`config.mk`:
```
export PLATFORM = sky130hd
export DESIGN_NAME = interesting_pixel_detector_flat
export DESIGN_NICKNAME = d
export VERILOG_FILES = /design/src/rtl/interesting_pixel_detector_if.sv /design/src/rtl/interesting_pixel_detector.sv /design/src/flat_wrapper.sv
export SDC_FILE = /design/constraint.sdc
export NUM_CORES = 1
export LEC_CHECK = 0
export CAP_MARGIN = 0
export CORE_ASPECT_RATIO = 1.2
export CORE_UTILIZATION = 65
export DETAILED_ROUTE_END_ITERATION = 6
export PLACE_DENSITY = 0.95
export SLEW_MARGIN = 0
export SYNTH_ARGS = -nofsm -noshare
export SYNTH_HDL_FRONTEND = slang
export SYNTH_SLANG_ARGS = --single-unit
```
`constraint.sdc`:
```
create_clock -name clk -period 13.8 [get_ports clk]
set_clock_uncertainty 0.1 [all_clocks]
set_input_delay 1.38 -clock clk [delete_from_list [all_inputs] [get_ports clk]]
set_output_delay 1.38 -clock clk [all_outputs]
set_load 0.01 [all_outputs]
```
`src/rtl/interesting_pixel_detector_if.sv`:
```
// Pixel stream, threshold programming and interesting-pixel result bundle
// for the marker tracker front end.
interface interesting_pixel_detector_if;
    logic       pixel_valid;
    logic       pixel_sof;
    logic [7:0] pixel_y;
    logic [7:0] pixel_cr;
    logic [7:0] pixel_cb;
    logic       cfg_we;
    logic [3:0] cfg_addr;
    logic [7:0] cfg_data;
    logic [1:0] color;
    logic [9:0] interesting_x;
    logic [8:0] interesting_y;
    logic       interesting_flag;
    logic       frame_flag;

    modport master (
        output pixel_valid, pixel_sof, pixel_y, pixel_cr, pixel_cb,
        output cfg_we, cfg_addr, cfg_data,
        input  color, interesting_x, interesting_y, interesting_flag, frame_flag
    );

    modport slave (
        input  pixel_valid, pixel_sof, pixel_y, pixel_cr, pixel_cb,
        input  cfg_we, cfg_addr, cfg_data,
        output color, interesting_x, interesting_y, interesting_flag, frame_flag
    );
endinterface

```
`src/rtl/interesting_pixel_detector.sv`:
```
// Classifies YCrCb pixels against four programmable chroma boxes, filters
// short horizontal runs and reports surviving pixels with their coordinates.
module interesting_pixel_detector #(
    parameter int WIDTH   = 640,
    parameter int HEIGHT  = 480,
    parameter int RUN_LEN = 3,
    parameter int Y_MIN   = 32
) (
    input  logic                          clk,
    input  logic                          reset,
    interesting_pixel_detector_if.slave   bus
);

    typedef enum logic [1:0] {WAIT_SOF, ACTIVE, BLANK} state_t;

    localparam logic [9:0] X_LAST  = 10'(WIDTH - 1);
    localparam logic [8:0] Y_LAST  = 9'(HEIGHT - 1);
    localparam logic [3:0] RUN_MAX = 4'(RUN_LEN);
    localparam logic [7:0] Y_FLOOR = 8'(Y_MIN);

    state_t     state_reg, state_next;
    logic [9:0] x_reg, x_next, cur_x;
    logic [8:0] y_reg, y_next, cur_y;
    logic       accept, cur_last;

    logic [7:0] thr_reg [16];
    logic [3:0] hit;
    logic [1:0] cls;

    logic       s1_valid_reg, s1_match_reg, s1_sof_reg, s1_last_reg;
    logic [1:0] s1_color_reg;
    logic [9:0] s1_x_reg;
    logic [8:0] s1_y_reg;

    logic [3:0] run_cnt_reg, run_cnt_next;
    logic [1:0] run_color_reg, run_color_next;
    logic       report_next;

    logic       s2_report_reg, s2_last_reg;
    logic [1:0] s2_color_reg;
    logic [9:0] s2_x_reg;
    logic [8:0] s2_y_reg;

    logic       out_flag_reg, out_last_reg, frame_flag_reg;
    logic [1:0] out_color_reg;
    logic [9:0] out_x_reg;
    logic [8:0] out_y_reg;

    // Frame tracking: SOF always restarts at (0,0), otherwise only ACTIVE accepts pixels.
    always_comb begin
        accept     = bus.pixel_valid & (bus.pixel_sof | (state_reg == ACTIVE));
        cur_x      = bus.pixel_sof ? 10'd0 : x_reg;
        cur_y      = bus.pixel_sof ? 9'd0  : y_reg;
        cur_last   = (cur_x == X_LAST) && (cur_y == Y_LAST);
        state_next = state_reg;
        x_next     = x_reg;
        y_next     = y_reg;
        if (accept) begin
            state_next = cur_last ? BLANK : ACTIVE;
            if (cur_x == X_LAST) begin
                x_next = 10'd0;
                y_next = (cur_y == Y_LAST) ? 9'd0 : cur_y + 9'd1;
            end else begin
                x_next = cur_x + 10'd1;
                y_next = cur_y;
            end
        end
    end

    always_ff @(posedge clk or posedge reset) begin
        if (reset) begin
            state_reg <= WAIT_SOF;
            x_reg     <= '0;
            y_reg     <= '0;
        end else begin
            state_reg <= state_next;
            x_reg     <= x_next;
            y_reg     <= y_next;
        end
    end

    // Even fields are minima, odd fields maxima; reset leaves every box empty.
    always_ff @(posedge clk or posedge reset) begin
        if (reset) begin
            for (int i = 0; i < 16; i++)
                thr_reg[i] <= (i % 2 == 0) ? 8'hFF : 8'h00;
        end else if (bus.cfg_we) begin
            thr_reg[bus.cfg_addr] <= bus.cfg_data;
        end
    end

    generate
        for (genvar gi = 0; gi < 4; gi++) begin : g_cls
            assign hit[gi] = (bus.pixel_y >= Y_FLOOR)
                          && (bus.pixel_cr >= thr_reg[4*gi])   && (bus.pixel_cr <= thr_reg[4*gi+1])
                          && (bus.pixel_cb >= thr_reg[4*gi+2]) && (bus.pixel_cb <= thr_reg[4*gi+3]);
        end
    endgenerate

    always_comb begin
        cls = 2'd3;
        if (hit[0])      cls = 2'd0;
        else if (hit[1]) cls = 2'd1;
        else if (hit[2]) cls = 2'd2;
    end

    always_ff @(posedge clk or posedge reset) begin
        if (reset) begin
            s1_valid_reg <= 1'b0;
            s1_match_reg <= 1'b0;
            s1_sof_reg   <= 1'b0;
            s1_last_reg  <= 1'b0;
            s1_color_reg <= '0;
            s1_x_reg     <= '0;
            s1_y_reg     <= '0;
        end else begin
            s1_valid_reg <= accept;
            s1_match_reg <= |hit;
            s1_sof_reg   <= bus.pixel_sof;
            s1_last_reg  <= cur_last;
            s1_color_reg <= cls;
            s1_x_reg     <= cur_x;
            s1_y_reg     <= cur_y;
        end
    end

    // Run filter: a stale color after a miss is harmless because the count is already 0.
    always_comb begin
        run_cnt_next   = run_cnt_reg;
        run_color_next = run_color_reg;
        if (s1_valid_reg) begin
            run_color_next = s1_color_reg;
            if (!s1_match_reg)
                run_cnt_next = 4'd0;
            else if ((s1_x_reg == 10'd0) || (s1_color_reg != run_color_reg))
                run_cnt_next = 4'd1;
            else if (run_cnt_reg < RUN_MAX)
                run_cnt_next = run_cnt_reg + 4'd1;
        end
        report_next = s1_valid_reg && s1_match_reg && (run_cnt_next >= RUN_MAX);
    end

    always_ff @(posedge clk or posedge reset) begin
        if (reset) begin
            run_cnt_reg   <= '0;
            run_color_reg <= '0;
            s2_report_reg <= 1'b0;
            s2_last_reg   <= 1'b0;
            s2_color_reg  <= '0;
            s2_x_reg      <= '0;
            s2_y_reg      <= '0;
        end else begin
            run_cnt_reg   <= run_cnt_next;
            run_color_reg <= run_color_next;
            s2_report_reg <= report_next;
            s2_last_reg   <= s1_valid_reg & s1_last_reg;
            s2_color_reg  <= s1_color_reg;
            s2_x_reg      <= s1_x_reg;
            s2_y_reg      <= s1_y_reg;
        end
    end

    // A new SOF cancels an end-of-frame marker still in flight so frame_flag cannot re-rise.
    always_ff @(posedge clk or posedge reset) begin
        if (reset) begin
            out_flag_reg   <= 1'b0;
            out_last_reg   <= 1'b0;
            frame_flag_reg <= 1'b0;
            out_color_reg  <= '0;
            out_x_reg      <= '0;
            out_y_reg      <= '0;
        end else begin
            out_flag_reg <= s2_report_reg;
            if (s2_report_reg) begin
                out_color_reg <= s2_color_reg;
                out_x_reg     <= s2_x_reg;
                out_y_reg     <= s2_y_reg;
            end
            if (s1_valid_reg && s1_sof_reg) begin
                out_last_reg   <= 1'b0;
                frame_flag_reg <= 1'b0;
            end else begin
                out_last_reg <= s2_last_reg;
                if (out_last_reg)
                    frame_flag_reg <= 1'b1;
            end
        end
    end

    assign bus.color            = out_color_reg;
    assign bus.interesting_x    = out_x_reg;
    assign bus.interesting_y    = out_y_reg;
    assign bus.interesting_flag = out_flag_reg;
    assign bus.frame_flag       = frame_flag_reg;

endmodule

```
`src/flat_wrapper.sv`:
```
// flat-port wrapper written by rule: the top's interface ports become plain ports
module interesting_pixel_detector_flat 
#(
    parameter int WIDTH   = 640,
    parameter int HEIGHT  = 480,
    parameter int RUN_LEN = 3,
    parameter int Y_MIN   = 32
)
  (clk, reset, bus_pixel_valid, bus_pixel_sof, bus_pixel_y, bus_pixel_cr, bus_pixel_cb, bus_cfg_we, bus_cfg_addr, bus_cfg_data, bus_color, bus_interesting_x, bus_interesting_y, bus_interesting_flag, bus_frame_flag);
  interesting_pixel_detector_if bus_i ();
  input  logic clk;
  input  logic reset;
  input wire logic [$bits(bus_i.pixel_valid)-1:0] bus_pixel_valid;
  input wire logic [$bits(bus_i.pixel_sof)-1:0] bus_pixel_sof;
  input wire logic [$bits(bus_i.pixel_y)-1:0] bus_pixel_y;
  input wire logic [$bits(bus_i.pixel_cr)-1:0] bus_pixel_cr;
  input wire logic [$bits(bus_i.pixel_cb)-1:0] bus_pixel_cb;
  input wire logic [$bits(bus_i.cfg_we)-1:0] bus_cfg_we;
  input wire logic [$bits(bus_i.cfg_addr)-1:0] bus_cfg_addr;
  input wire logic [$bits(bus_i.cfg_data)-1:0] bus_cfg_data;
  output wire logic [$bits(bus_i.color)-1:0] bus_color;
  output wire logic [$bits(bus_i.interesting_x)-1:0] bus_interesting_x;
  output wire logic [$bits(bus_i.interesting_y)-1:0] bus_interesting_y;
  output wire logic [$bits(bus_i.interesting_flag)-1:0] bus_interesting_flag;
  output wire logic [$bits(bus_i.frame_flag)-1:0] bus_frame_flag;
  assign bus_i.pixel_valid = bus_pixel_valid;
  assign bus_i.pixel_sof = bus_pixel_sof;
  assign bus_i.pixel_y = bus_pixel_y;
  assign bus_i.pixel_cr = bus_pixel_cr;
  assign bus_i.pixel_cb = bus_pixel_cb;
  assign bus_i.cfg_we = bus_cfg_we;
  assign bus_i.cfg_addr = bus_cfg_addr;
  assign bus_i.cfg_data = bus_cfg_data;
  assign bus_color = bus_i.color;
  assign bus_interesting_x = bus_i.interesting_x;
  assign bus_interesting_y = bus_i.interesting_y;
  assign bus_interesting_flag = bus_i.interesting_flag;
  assign bus_frame_flag = bus_i.frame_flag;
  interesting_pixel_detector #(.WIDTH(WIDTH), .HEIGHT(HEIGHT), .RUN_LEN(RUN_LEN), .Y_MIN(Y_MIN)) u_core (.clk(clk), .reset(reset), .bus(bus_i));
endmodule
```
==> results of run 1 <==
==> per-layer routing <==
metal  part of all wire  wire (µm)  global-route usage  vias to the layer above
li1                   -          -                   -                     3866
met1               0.37      10300               0.381                     4228
met2               0.49      13700               0.530                      429
met3              0.078       2150              0.0656                      140
met4              0.057       1590               0.187                        0
met5                  0          0                   0                        -
==> cells in the final DEF, fill, tap and decap left out, drive strengths merged, types with 3 or more instances in the layout <==
cell type / instances
a2111oi: 5
a211oi: 6
a21oi: 47
a31oi: 3
and2: 5
and3: 5
and4: 4
buf: 3
clkbuf: 32
clkdlybuf4s50: 58
clkinv: 5
dfrtp: 163
dfstp: 64
ha: 131
inv: 125
mux2: 82
nand2: 117
nand2b: 13
nand3: 14
nand3b: 3
nand4: 26
nor2: 32
nor2b: 31
nor3: 10
nor4: 4
o211ai: 7
o21a: 8
o21ai: 112
o31ai: 4
or4: 6
==> power by group through the flow <==
stage	clock network, W	logic [W]	registers (W)
floorplan	0	0.000287	0.000843
global placement	0	0.000365	0.000849
detailed placement	0	0.000400	0.000857
CTS	0.000625	0.000413	0.000849
global route	0.000655	0.000470	0.000860
finish	0.000616	0.000416	0.000851
==> final cells by class <==
class / instances / area [µm²]
Inverter: 125 / 477
Clock inverter: 8 / 92.6
Fill cell: 1016 / 4390
Tap cell: 220 / 275
Clock buffer: 32 / 649
Multi-Input combinational cell: 704 / 5190
Sequential cell: 227 / 5760
Timing Repair Buffer: 61 / 603
==> kinds of logic (layout without fill, tap and decap cells) <==
| logic type | Yosys count | after routing | synth area share |
|---|---|---|---|
| compound gates | 210 | 210 | 0.105 |
| xor+xnor | 4 | 4 | 0.00304 |
| fa+ha+maj | 131 | 131 | 0.142 |
| buf+inv | 157 | 226 | 0.0512 |
| flops | 227 | 227 | 0.499 |
| mux | 84 | 84 | 0.0817 |
| simple gates | 275 | 275 | 0.118 |
==> worst max path at each step <==
stage                               start  depth (start not counted)                      to  slack (ns)
after floorplan                     reset                          1     u_core.bus.color[0]        6.21
after global placement    bus_pixel_cb[7]                          8  u_core.s1_color_reg[0]        9.50
after CTS                 bus_pixel_cb[7]                          8  u_core.s1_color_reg[0]        9.96
after global routing        bus_pixel_sof                         10         u_core.y_reg[7]        9.86
final                     bus_pixel_cb[7]                          8  u_core.s1_color_reg[0]        9.88
after detailed placement  bus_pixel_cb[7]                          8  u_core.s1_color_reg[0]        9.42
==> per-stage QoR <==
| stage | power, W | cell area (µm²) | hold WS, ns | setup slack (ns) | util |
|---|---|---|---|---|---|
| finish | 0.00188 | 13000 | 0.244 | 9.88 | 0.748 |
| global route | 0.00198 | 13000 | 0.250 | 9.86 | 0.748 |
| detailed placement | 0.00126 | 12300 | 0.236 | 9.42 | 0.706 |
| CTS | 0.00189 | 13000 | 0.246 | 9.96 | 0.748 |
| global placement | 0.00121 | 12300 | 0.233 | 9.50 | 0.706 |
| floorplan | 0.00113 | 11500 | 0.231 | 6.21 | - |
==> impl_results.md, run 1 <==
- Status: complete, no violations
- Setup_tns: 0 ns
- Unrepaired setup endpoints after global routing: false
- Reg2reg path depth: 8
- Crit path time final: about 4 ns
- FF-to-FF End: u_core.y_reg[7]
- Yosys warnings: 0
- Mean Syn Cell Area: roughly 11 µm²
- Worst path bufs/invs: 1
- Die footprint: between 15,000 and 20,000 µm²
- Critical hold path startpoint: u_core.s1_y_reg[5]
- Slowest stage cell, crit path: clkdlybuf4s50_1
- Worst Tran Pin Value: roughly 1.0 ns
- Final WL: roughly 28 mm
- Max IR drop VDD: roughly 0.12 mV
- Worst r2r src: u_core.x_reg[0]
- First-pass GRT wire length: 44.8 mm
- Initial antenna violation count: 0
- Max-Cap Viols: 0
- Sequential area share after synthesis: 0.499
- First drt pass iteration count: 5
- Int Power: between 0.001 and 0.0015 W
- Hold buffers post-CTS: 0
- Final Hold Viols: 0
- Most frequently used flop master after synthesis: dfrtp_1
- Maximum clock path buffer count: 3
- Sw frac: 0.286
- Cell types occupying the most area after synthesis: dfrtp_1 (35%), dfstp_2 (15%), ha_1 (14%)
- Cell row count: 53
- Clock root cell: clkbuf_16
- Endpoint of the worst hold path: u_core.s2_y_reg[5]
- Fmax: about 260 MHz
- DR iter-0 viols: slightly above 700
- Area growth, synth to finish: 13.1%
- Via/cell ratio: about 6.3
- Overall Global Routing Usage: 0.320
- Syn_nets: around 1,300
- CP Max Fanout: 8
- Antenna Nets Post-Route: 0
- Avg WL per Cell: about 20 µm
- Placed cells: ~1,300
- Die height: between 100 and 150 µm
- Yosys top cell by area: dfrtp_1
- Tcrit/Tclk final: 0.284
- Clock power frac: 0.327
- Post-route DRC: 0
- Num ports: 64
- Vias in the first global route: a little over 9,000
- Worst setup SP type: input pin
- Seq pwr share: 0.452
- Mapped Cells: 1,088
- Dpl hpwl: between 15 and 20 mm
- Top cell type's share of synthesized area: 0.353
- GPL Wtd Cong: 0.869
- # setup viols final: 0
- Synth cell count leaders: dfrtp_1 (163), ha_1 (131), inv_1 (125)
- Top delay family on crit path: simple AND/OR/NAND/NOR gates
- Share of cells above drive strength 1: 0.162
- Worst path max stage delay: approximately 0.86 ns
- Max reg flops: around 130
- Slew margin rel.: 0.308
- Synth unique cells: 55
- Clock H-tree levels: 1
- Pin count of the biggest net entering global routing: between 150 and 200
- Port Buf Inserts: 58
- Die width: around 120 µm
- Arr. time, crit path: 4.22 ns
- Initial Util: 0.662
- Lkg Pwr: a little over 6 nW
- Critical path data required time: between 10 and 15 ns
- Clock transition at path regs: around 0.060 ns
- Gate power share: 0.221
- WHS Path Cells: 0
- Clock Sinks: 227
- Num CTS Buffers: 22
- Layout Cells excl Fill: 1,377
- Final nets: 1,313
- Asr flop ratio synth: 1.00
- Via count: a little under 9,000
- Pwr dens: ~140 nW/µm²
- Clock Latency Late Sink: 0.51 ns
- Critical path class: input pin to flop
- Setup repair bufs after CTS: 0
- Core Region: 17,400 µm²
- Crit-path cells: clkdlybuf4s50_1, ha_1, a21oi_1, o21ai_0, o21a_1, or4_1, or4_1, o21a_1
- Yosys reg bits: between 200 and 250
- Syn Std Cell Area: between 10,000 and 15,000 µm²
- Antenna diode count: 0
- HP Class: flop to flop
- Net Switching: between 0.0005 and 0.0006 W
- Most common cell in the netlist: dfrtp_1
- Critical Path End Type: flop
- Worst reg-to-reg setup slack: 11.19 ns
- Grt total ovfl: 0
- CTS tree: done
- Post-synth EDFFs: 0
- Slew Viols, Final: 0
- Post-cts resize count: 0
No activity file was read; power rests on OpenSTA's default activity.
==> run 2: changes to the inputs <==
--- a/config.mk
+++ b/config.mk
@@ -7,9 +7,9 @@
 export LEC_CHECK = 0
 export CAP_MARGIN = 0
 export CORE_ASPECT_RATIO = 1.2
-export CORE_UTILIZATION = 65
+export CORE_UTILIZATION = 54
 export DETAILED_ROUTE_END_ITERATION = 6
-export PLACE_DENSITY = 0.95
+export PLACE_DENSITY = 0.87
 export SLEW_MARGIN = 0
 export SYNTH_ARGS = -nofsm -noshare
 export SYNTH_HDL_FRONTEND = slang
==> constraint.sdc (replaced) <==
create_clock -name clk -period 3.2 [get_ports clk]
set_clock_uncertainty 0.1 [all_clocks]
set_input_delay 0.32 -clock clk [delete_from_list [all_inputs] [get_ports clk]]
set_output_delay 0.32 -clock clk [all_outputs]
set_load 0.01 [all_outputs]
==> impl_results.md, run 2 (synthesis gave the netlist of run 1 again) <==
- Avg WL per Cell: 18.2 µm (-9.5%)
- CP Max Fanout: 3 (-5)
- Core Region: 21,000 µm² (+20%)
- Lkg Pwr: 6.27 nW (+3.2%)
- Worst path bufs/invs: 2 (+1)
- Max IR drop VDD: 0.381 mV (+230%)
- Num CTS Buffers: 22 (unchanged)
- Clock root cell: clkbuf_16
- Max reg flops: 128 (unchanged)
- Die footprint: 22,000 µm² (+20%)
- Vias in the first global route: 8,808 (-2.9%)
- Tcrit/Tclk final: 0.858
- Clock Sinks: 227 (unchanged)
- Dpl cell area: 12,700 µm² (+2.8%)
- Dpl hpwl: 17.9 mm (+0.52%)
- Antenna diode count: 0 (unchanged)
- Placed cells: 1,419 (+6.1%)
- Slew margin rel.: 0.333 (+0.0249)
- Worst Tran Pin Value: 0.998 ns (-0.0367 ns)
- Final Hold Viols: 0 (unchanged)
- Cell row count: 58 (+9.4%)
- Overall Global Routing Usage: 0.253 (-0.0670)
- Post-cts resize count: 0 (unchanged)
- Top delay family on crit path: simple AND/OR/NAND/NOR gates
- Initial Util: 0.550 (-0.111)
- Critical path data required time: 3.48 ns (-10.62 ns)
- Pwr dens: 613 nW/µm² (+330%)
- Critical path class: flop to flop
- Max-Cap Viols: 0 (unchanged)
- Total power: 0.00824 W (+340%)
- Hold buffers post-CTS: 0 (unchanged)
- Die width: 135 µm (+9.6%)
- CP dominant cell by count: a2111oi_0
- Most frequent cells in the layout: dfrtp_1 (163), ha_1 (131), inv_1 (124)
- Area growth, synth to finish: 16.4%
- Antenna Nets Post-Route: 0 (unchanged)
- Die height: 162 µm (+9.6%)
- Layout Cells excl Fill: 1,459 (+6.0%)
- GPL Wtd Cong: 0.836 (-3.9%)
- Final nets: 1,345 (+2.4%)
- Num ports: 64 (unchanged)
- First drt pass iteration count: 4 (-1)
- DR iter-0 viols: 550 (-23%)
- Setup_tns: 0 ns (unchanged)
- Clock H-tree levels: 1 (unchanged)
- Post-route DRC: 0 (unchanged)
- Crit-path cells: inv_1, ha_1, o211ai_1, a2111oi_0, a2111oi_0, buf_4, or4_1, and2_1
- Pin count of the biggest net entering global routing: 63 (-59%)
- Via/cell ratio: 5.79 (-8.0%)
- # setup viols final: 0 (unchanged)
- Clock transition at path regs: 0.07 ns (about the same)
- Arr. time, crit path: 3.03 ns (-1.19 ns)
- CTS tree: done
- Initial antenna violation count: 0 (unchanged)
- Unrepaired setup endpoints after global routing: false
- Maximum clock path buffer count: 3 (unchanged)
- Final WL: 26.6 mm (-4.1%)
- Slowest stage cell, crit path: or4_1
- Clock Latency Late Sink: 0.51 ns (about the same)
- Worst setup SP type: flop
- HP Class: input pin to asynchronous set/reset pin
- Port Buf Inserts: 58 (unchanged)
- Crit path time final: roughly 2.7 ns
- Critical Path End Type: flop
- Setup repair bufs after CTS: 0 (unchanged)
- Slew Viols, Final: 0 (unchanged)
- Grt total ovfl: 0 (unchanged)
- Commonest non-fill, non-tap cell in the layout: dfrtp_1
- Status: complete, no violations
- Fin area: 13,400 µm² (+3.0%)
- Worst path max stage delay: 0.61 ns (-0.25 ns)
- Fmax: between 300 and 400 MHz
- First-pass GRT wire length: 43.4 mm (-3.2%)
- Via count: 8,443 (-2.5%)
- Share of cells above drive strength 1: 0.187 (+0.0242)
## run 2: changes by cell type in the layout (fill, tap and decap cells not counted)
cell,change
clkinv_4,+1
inv_8,-1
clkinv_2,-1
buf_12,+4
bufinv_16,+1
clkbuf_8,+1
buf_4,+28
clkinvlp_4,+1
clkbuf_1,-2
## run 2: final timing paths
check	startpoint	end	slack, ns	depth (start not counted)
max in group asynchronous	reset	u_core.x_reg[1]	1.95	3
hold / removal	reset	u_core.s2_y_reg[6]	0.20	2
hold reg to reg	u_core.s1_y_reg[6]	u_core.s2_y_reg[6]	0.24	0
setup reg to reg	u_core.thr_reg[122]	u_core.s1_color_reg[1]	0.45	8
min in group clk	u_core.s1_y_reg[6]	u_core.s2_y_reg[6]	0.24	0
setup / recovery	u_core.thr_reg[122]	u_core.s1_color_reg[1]	0.45	8
## run 2: through the flow
step	hold WS [ns]	setup WS [ns]	utilization
after floorplan	0.231	-0.134	-
after global placement	0.233	0.262	0.603
after detailed placement	0.235	0.210	0.603
after CTS	0.206	0.478	0.641
after global routing	0.239	0.356	0.641
final	0.205	0.454	0.641
## run 2: metal layers
layer | GRT usage | share of wire
met5 | 0 | 0
met4 | 0.105 | 0.033
met3 | 0.0375 | 0.049
met2 | 0.436 | 0.51
met1 | 0.315 | 0.41
## run 2: where the power goes
group | leakage, nW | internal (W) | switching (W)
Combinational | 3.11 | 0.000803 | 0.00101
Clock | 0.385 | 0.00167 | 0.00110
Sequential | 2.78 | 0.00345 | 0.000204
## run 2: cell type report
type                            instances  area (µm²)
Clock buffer                           31         656
Clock inverter                          9         126
Fill cell                            1469        7540
Inverter                              125         473
Multi-Input combinational cell        704        5190
Sequential cell                       227        5760
Tap cell                              270         338
Timing Repair Buffer                   93         893
==> run 3: changes to the inputs <==
--- a/config.mk
+++ b/config.mk
@@ -5,7 +5,6 @@
 export SDC_FILE = /design/constraint.sdc
 export NUM_CORES = 1
 export LEC_CHECK = 0
-export CAP_MARGIN = 0
 export CORE_ASPECT_RATIO = 1.2
 export CORE_UTILIZATION = 54
 export DETAILED_ROUTE_END_ITERATION = 6
==> results of run 3 <==
No change in the layout: final DEF, timing and power equal those of run 2.
==> variant, RTL diff (settings of run 1) <==
Reset style: synchronous (`reset`), changed in 5 clocked blocks.
--- a/src/rtl/interesting_pixel_detector.sv
+++ b/src/rtl/interesting_pixel_detector.sv
@@ -67,7 +67,7 @@
         end
     end
 
-    always_ff @(posedge clk or posedge reset) begin
+    always_ff @(posedge clk) begin
         if (reset) begin
             state_reg <= WAIT_SOF;
             x_reg     <= '0;
@@ -80,7 +80,7 @@
     end
 
     // Even fields are minima, odd fields maxima; reset leaves every box empty.
-    always_ff @(posedge clk or posedge reset) begin
+    always_ff @(posedge clk) begin
         if (reset) begin
             for (int i = 0; i < 16; i++)
                 thr_reg[i] <= (i % 2 == 0) ? 8'hFF : 8'h00;
@@ -104,7 +104,7 @@
         else if (hit[2]) cls = 2'd2;
     end
 
-    always_ff @(posedge clk or posedge reset) begin
+    always_ff @(posedge clk) begin
         if (reset) begin
             s1_valid_reg <= 1'b0;
             s1_match_reg <= 1'b0;
@@ -140,7 +140,7 @@
         report_next = s1_valid_reg && s1_match_reg && (run_cnt_next >= RUN_MAX);
     end
 
-    always_ff @(posedge clk or posedge reset) begin
+    always_ff @(posedge clk) begin
         if (reset) begin
             run_cnt_reg   <= '0;
             run_color_reg <= '0;
@@ -161,7 +161,7 @@
     end
 
     // A new SOF cancels an end-of-frame marker still in flight so frame_flag cannot re-rise.
-    always_ff @(posedge clk or posedge reset) begin
+    always_ff @(posedge clk) begin
         if (reset) begin
             out_flag_reg   <= 1'b0;
             out_last_reg   <= 1'b0;
Formal check against the unedited RTL: not equivalent (a bounded check fails within 10 cycles, from zero or initial values and one cycle with reset high; the reset may be asserted at any time).
==> variant against run 1 <==
Area after synthesis increased by 1.3%; via count decreased by 5.9%; wire length decreased by 7.8%; largest cell class unchanged; die area increased by 1.3%; critical path type unchanged; sequential cell count unchanged; final area increased by 0.94%; worst setup slack got worse by 0.0048 ns.
Power is not compared: it rests on default switching activity, and its combinational part moved more than twofold at a synthesized area within 25%.
==> variant: results (changes against run 1) <==
metric,value,unit,change
io_buffers,58,,unchanged
dr.pass1.iters,7,,was 5
synth_edf_count,128,,was 0
outcome,"finished, final reports clean",,unchanged
antenna_cells,0,,unchanged
numCtsBuffers,22,,unchanged
synth_seq_area_share,49.8,%,was 49.9%
h-tree-depth,1,,unchanged
grt_pass1_wl,41.2,mm,was 44.8 mm
wl_per_cell,18.3,um,was 20.2 um
p_leak,5.46,nW,
finalNetCount,1337,,was 1313
largest_reg_flops,128,,unchanged
p_int,1.17,mW,
drt_iter0_drc,688,,was 718
cts_resized,0,,unchanged
worst_pin_slew,1.06,ns,was 1.03 ns
min_path_type,reg2reg,,unchanged
drive_gt1_share,10.4,%,was 16.2%
place_hpwl,16.9,mm,was 17.8 mm
place_congestion,0.818,,was 0.869
grt_usage,28.2,%,was 32.0%
cts_root_buf,clkbuf_16,,unchanged
post_cts_buffers,0,,unchanged
post-place-ws,9.47,ns,was 9.42 ns
dpl_cell_area,0.0124,mm2,was 0.0123 mm2
clk_path_buf_depth,3,,unchanged
synth_fp_nets,1285,,was 1260
remaining_drc_errors,0,,unchanged
ys.flop_type,edfxtp_1,,was dfrtp_1
path_max_fanout,8,,unchanged
clk_pin_slew,0.07,ns,
synth_common_cells,"ha_1, edfxtp_1, inv_1, dfxtp_1, and2_1",,"was dfrtp_1, ha_1, inv_1, nand2_1, o21ai_0"
postSynthCellCount,1113,,was 1088
arrival,4.22,ns,about the same
grt-ovfl-total,0,,unchanged
fin_util,74.9,%,was 74.8%
vias,8153,,was 8663
synth_area_leaders,"edfxtp_1, dfxtp_1, ha_1",,"was dfrtp_1, dfstp_2, ha_1"
synthArstFlopShare,0,%,was 100%
final_cells,1401,,was 1377
ys_types,63,,was 55
ys_warn_count,0,,unchanged
clkLatencyLatePin,0.50,ns,
grt_max_degree,86,,was 153
vdd_drop_max,0.111,mV,
antenna_found_initial,0,,unchanged
[variant: critical path, stage by stage]
cell and delay (ns):
clkdlybuf4s50_1 0.72, ha_1 0.50, nand4_1 0.14, o21ai_0 0.33
nand3b_1 0.19, or4_1 0.61, a41oi_1 0.34
[variant: final timing paths]
path | from | endpoint | slack (ns) | cells after the start
max | bus_pixel_cb[2] | u_core.s1_match_reg | 9.88 | 7
min reg2reg | u_core.out_last_reg | u_core.bus.frame_flag | 0.34 | 1
min | u_core.out_last_reg | u_core.bus.frame_flag | 0.34 | 1
max reg2reg | u_core.x_reg[1] | u_core.y_reg[8] | 11.17 | 8
[variant: power by group through the flow]
stage	combinational, mW	sequential, mW	clock, mW
after floorplan	0.0949	0.758	0
after global placement	0.135	0.759	0
after detailed placement	0.147	0.761	0
after CTS	0.150	0.746	0.643
after global routing	0.169	0.748	0.669
final	0.151	0.747	0.637
[variant: routing by layer]
metal,wire length [um],track usage (%),vias up,share of wire (%)
li1,-,-,3956,-
met1,9870,32.7,3834,39
met2,13000,51.4,279,51
met3,1650,3.87,84,6.5
met4,1100,13.1,0,4.3
met5,0,0,-,0
[variant: cell families after synthesis]
family                   Yosys count  share of synthesized area (%)
XOR/XNOR                           2                          0.150
adder cells (fa/ha/maj)          131                           14.0
flip-flops                       227                           49.8
buffers and inverters            155                           5.47
multiplexers                      25                           2.14
AND/OR/NAND/NOR                  411                           20.1
AO/OA/AOI/OAI                    162                           8.30
[variant: cell type report]
class | count | area (um2)
clock buffers | 27 | 653
clock inverters | 13 | 126
fillers | 1061 | 4400
inverters | 121 | 454
multi-input cells | 731 | 5230
flip-flops and latches | 227 | 5830
well taps | 220 | 275
repair buffers | 62 | 606
